--- src/rtl/dds_core.sv ---
`default_nettype none
// ============================================================================
// Module      : dds_core
// Description : Phase-accumulator NCO with square, triangle and 1-bit
//               sigma-delta outputs; control inputs are synchronised to clk.
// Revision    : 1.0
// ============================================================================
module dds_core #(
    parameter int                   ACC_WIDTH   = 32,
    parameter int                   OUT_WIDTH   = 8,
    parameter int                   SYNC_STAGES = 2,
    parameter logic [ACC_WIDTH-1:0] RESET_FTW   = '0
) (
    input  logic                 clk,
    input  logic                 rst,
    input  logic                 en,
    input  logic                 set,
    input  logic [ACC_WIDTH-1:0] m,
    output logic [ACC_WIDTH-1:0] phase,
    output logic                 square,
    output logic [OUT_WIDTH-1:0] triangle,
    output logic                 dac_out,
    output logic                 running
);

    localparam int c_MSB = ACC_WIDTH - 1;

    logic [SYNC_STAGES-1:0] r_en_sync;
    logic [SYNC_STAGES-1:0] r_set_sync;
    logic                   r_set_d;
    logic [ACC_WIDTH-1:0]   r_ftw;
    logic [ACC_WIDTH-1:0]   r_phase;
    logic                   r_square;
    logic [OUT_WIDTH-1:0]   r_triangle;
    logic [OUT_WIDTH:0]     r_sd;
    logic                   r_dac;

    logic                   w_en_s;
    logic                   w_set_s;
    logic                   w_load;
    logic [OUT_WIDTH-1:0]   w_fold;

    assign w_en_s  = r_en_sync[SYNC_STAGES-1];
    assign w_set_s = r_set_sync[SYNC_STAGES-1];
    assign w_load  = w_set_s & ~r_set_d;

    // Mirror the upper half of the phase cycle to get a symmetric triangle.
    assign w_fold = r_phase[c_MSB] ? ~r_phase[c_MSB-1 -: OUT_WIDTH]
                                   :  r_phase[c_MSB-1 -: OUT_WIDTH];

    always_ff @(posedge clk or posedge rst) begin
        if (rst) begin
            r_en_sync  <= '0;
            r_set_sync <= '0;
            r_set_d    <= 1'b0;
        end else begin
            r_en_sync  <= {r_en_sync[SYNC_STAGES-2:0], en};
            r_set_sync <= {r_set_sync[SYNC_STAGES-2:0], set};
            r_set_d    <= w_set_s;
        end
    end

    // A load and an accumulate in the same cycle: the accumulate sees the old ftw.
    always_ff @(posedge clk or posedge rst) begin
        if (rst) begin
            r_ftw   <= RESET_FTW;
            r_phase <= '0;
        end else begin
            if (w_load) begin
                r_ftw <= m;
            end
            if (w_en_s) begin
                r_phase <= r_phase + r_ftw;
            end
        end
    end

    always_ff @(posedge clk or posedge rst) begin
        if (rst) begin
            r_square   <= 1'b0;
            r_triangle <= '0;
            r_sd       <= '0;
            r_dac      <= 1'b0;
        end else begin
            r_square   <= r_phase[c_MSB];
            r_triangle <= w_fold;
            r_sd       <= {1'b0, r_sd[OUT_WIDTH-1:0]} + {1'b0, r_triangle};
            r_dac      <= r_sd[OUT_WIDTH];
        end
    end

    assign phase    = r_phase;
    assign square   = r_square;
    assign triangle = r_triangle;
    assign dac_out  = r_dac;
    assign running  = w_en_s;

endmodule
`default_nettype wire
--- config.mk ---
export PLATFORM = sky130hd
export DESIGN_NAME = dds_core
export DESIGN_NICKNAME = d
export VERILOG_FILES = /design/src/rtl/dds_core.sv
export SDC_FILE = /design/constraint.sdc
export NUM_CORES = 1
export LEC_CHECK = 0
export ABC_AREA = 1
export CORE_UTILIZATION = 50
export DETAILED_ROUTE_END_ITERATION = 10
export GPL_TIMING_DRIVEN = 0
export PLACE_DENSITY_LB_ADDON = 0.05
export SLEW_MARGIN = 20
export SYNTH_ARGS = -nofsm -noshare
export SYNTH_HDL_FRONTEND = slang
export SYNTH_SLANG_ARGS = --single-unit
--- constraint.sdc ---
create_clock -name clk -period 2.6 [get_ports clk]
set_clock_uncertainty 0.05 [all_clocks]
set_input_delay 0.52 -clock clk [delete_from_list [all_inputs] [get_ports clk]]
set_output_delay 0.52 -clock clk [all_outputs]
set_load 0.1 [all_outputs]
* Word level (Yosys, flattened, before mapping)
Cells that the tools add are included.
** Word-level totals
- Register bits after elaboration :: 88
- Output and inout bits :: 43
- Logic and storage cells :: 15
** Cells by class
- Add/subtract/negate cells :: 2
- Bitwise operators :: 3
- Muxes and demuxes :: 1
** Operators with widths (number)
- $add 32x32->32 :: 1
- $add 8x8->9 :: 1
- $mux 8 :: 1
- $not 8->8 :: 1
- $and 1x1->1 :: 1
- $not 1->1 :: 1

* Longest topological paths before layout
- Word-level depth :: 2
- Mapped depth :: 14

* Least setup slack after synthesis
Ideal clock, no wire load.
- Path kind :: register to register
- From :: register r_phase[0], in the netlist phase[0]
- To :: register r_phase[28], in the netlist phase[28]
- Stages on the path, launching flop included :: 11
- Path buffers :: 0
- Data arrival time :: 2.258 ns
- Required time :: 2.430 ns
- Period minus slack after synthesis :: 2.428 ns
- Slack :: 0.172 ns
- Path through :: dfrtp_1 > ha_1 > fa_1 > nand3_1 > nand3_1 > nand3_1 > nand3_1 > nand2_1 > nand3_1 > nand3_1 > nand2_1
** On the way
- Cells in the longest elaborated chain, start to end :: 1
** Ends and longest elaborated chain
- start, declared :: RTL line 32 : logic [ACC_WIDTH-1:0] r_phase;
- start signal, assigned :: RTL line 73 : r_phase <= r_phase + r_ftw;
- $add 32x32->32 :: RTL line 73
No other way between the ends.
A chain may end at the register's enable or synchronous reset.

* Worst setup path in the final report
- From :: register r_phase[28], in the netlist phase[28]
- To :: output phase[28]
** RTL lines
- end, declared :: RTL line 19 : output logic [ACC_WIDTH-1:0] phase,
No word-level cell between the ends.

==> impl_metrics.toml <==
[worst_setup_path]
required_ns = 2.03
crit_path_start_kind = "register"
r2r_start = "phase[0]"
r2r_end = "phase[28]"
cp.arrival_ns = 1.97
crit_chain = "clkdlybuf4s50_1"
endpoint_kind = "output port"
cpMaxStageDelayCell = "clkdlybuf4s50_1"
worst_path_largest_cell_delay_ns = 1.17
path_max_fanout = 4
path_delay_family = "buffers and inverters"
reg2reg_slack_ns = 0.30
crit_type = "reg -> out"
critPathBufInv = 1
ff2ff_path_depth = 10

[global_route]
grt_antenna_before_repair = 0
grt_max_degree = 35
grt_pass1_wl_um = 23320
grt_usage = 0.2646
globalRoute.totalOverflow = 0
first_global_vias = 4889

[synthesis]
netlist.area_leader.share = 0.3902
synthArstFlopShare = 1.000
ys_warn_count = 0
netlist_area_um2 = 5644
ys_seq_area_frac = 0.3902
synth_fp_nets = 827
synthCells = 750
postSynthAreaPerCell_um2 = 7.526
ys_types = 27
ys_ff_latch = 88
ys_top_cells_by_area = "dfrtp_1, nand2_1, ha_1, inv_1, mux2_2"
synth_area_leader_cell = "dfrtp_1"
ys.flop_type = "dfrtp_1"
synth_edf_count = 0

[layout]
syn_to_final_growth_pct = 22.70
design_area_um2 = 6925
antenna_cells = 0
drive_above_1_share = 0.08038
postLayoutCoreUtil = 0.6333
fin_nets = 918

[worst_hold_path]
hold_depth = 0
min_from = "r_sd[8]"
whs_endpoint = "dac_out"
hold_path_class = "reg -> reg"

[floorplan]
core_um2 = 10940
die-area_um2 = 11720
die_y_um = 108.2
rows = 38
start_util = 0.5161
die_x_um = 108.2
num_io_pins = 79

[sta]
hold_viol = 0
tightest_slew_ns = 0.9821
finalMaxSlewViolations = 0
fin_crit_ns = 2.542
tns_ns = 0
rsz0062_at_grt = "false"
relSlewSlack = 0.3432
setup_viol = 0
fin_crit_sh = 0.9779
max_freq_mhz = 393.3

[routing]
first_pass_iters = 4
antenna_left = 0
wl_per_cell_um = 14.59
drtIter0Drc = 195
num_vias = 4887
wl_um = 14380
drc = 0
vias_per_cell = 4.956

[place]
place_area_um2 = 6644
post-dp-hpwl_um = 11580
port_buffers = 78
globalplace.congestion = 0.8942

[cts]
clock_sinks = 88
clk_latency_ns = 0.35
ctsLongestPathBuffers = 2
cts_tree = "built"
cts_buffers = 9
clkTransAtPathRegs_ns = 0.07
post-cts-setup-buffer-count = 0
cts-root-buf = "clkbuf_16"
ctsHoldBuffers = 0
cts.repair.resized = 0
htreeDepth = 3

[job]
drv_cap = 0

[status]
status = "complete, no violations"
==> worst max-delay path by stage <==
stage | end | cells after the start | start
finish | phase[28] | 1 | phase[28]
global placement | r_ftw[17] | 2 | rst
global route | triangle[1] | 1 | triangle[1]
floorplan | phase[28] | 10 | phase[0]
CTS | triangle[1] | 1 | triangle[1]
detailed placement | phase[28] | 10 | phase[0]
==> logic make-up (layout without fill, tap and decap cells) <==
| group | after synthesis | after routing | synth area share |
|---|---|---|---|
| compound gates | 48 | 48 | 0.04589 |
| xor+xnor | 27 | 27 | 0.04190 |
| fa+ha+maj | 41 | 41 | 0.09355 |
| buf+inv | 130 | 226 | 0.08823 |
| flops | 88 | 88 | 0.3902 |
| mux | 32 | 32 | 0.06384 |
| simple gates | 384 | 384 | 0.2764 |
==> sequential cells by signal, summed over array words and instances, names as in the netlist <==
register / count
dac_out: 1
phase: 32
r_en_sync: 2
r_ftw: 32
r_sd: 9
r_set_d: 1
r_set_sync: 2
square: 1
triangle: 8
==> cell usage after synthesis, types with 4 or more instances <==
library cell / instances
mux2_2: 32
nand3_1: 48
nand2_2: 5
nor2_1: 37
nand3b_1: 4
xnor2_1: 14
inv_1: 119
ha_1: 39
a21oi_1: 26
o21ai_0: 6
buf_1: 4
dfrtp_1: 88
nand2_1: 279
o21ai_1: 9
o21bai_1: 4
xor2_1: 13
buf_2: 5
==> final cells by class <==
type,instances,area [µm²]
flip-flops and latches,88,2202
inverters,120,454.2
clock inverters,7,56.30
fillers,998,4010
well taps,140,175.2
multi-input cells,532,2944
repair buffers,80,820.8
clock buffers,9,225.2
plain buffers,10,47.55
==> worst register-to-register path, cell delays in order, from the launching register on <==
cell,delay [ns]
dfrtp_1,0.40
ha_1,0.26
fa_1,0.47
nand3_1,0.12
nand3_1,0.16
nand3_1,0.12
nand3_1,0.20
nand2_1,0.18
nand3_1,0.09
nand3_1,0.10
nand2_1,0.05
==> per-layer routing <==
layer  track usage  wire length (µm)  vias up
li1              -                 -     2513
met3       0.06028               591       20
met4       0.08415               306        0
met5             0                 0        -
met1        0.3519              6922     2254
met2        0.4263              6561      100
==> layout by cell type, fill, tap and decap left out, types with 4 or more instances in the layout <==
cell               n
ha_1              39
inv_1            118
nand2_1          279
xor2_1            13
nand3b_1           4
buf_2              5
nand2_2            5
buf_1              4
mux2_2            32
o21bai_1           4
a21oi_1           26
dfrtp_1           88
nand3_1           48
clkbuf_16          9
xnor2_1           14
o21ai_0            6
clkdlybuf4s50_1   78
o21ai_1            9
nor2_1            37
==> through the flow <==
stage | hold WS [ns] | instances | setup WS, ns
after floorplan | 0.2812 | 750 | 0.1724
after global placement | 0.2862 | 968 | 0.1196
after detailed placement | 0.2863 | 970 | 0.3192
after CTS | 0.3161 | 986 | 0.03827
after global routing | 0.3206 | 986 | 0.01470
final | 0.3128 | 986 | 0.05751
Power is not shown: default switching activity piles up to over one toggle a cycle in this logic, so the estimate is an artifact.
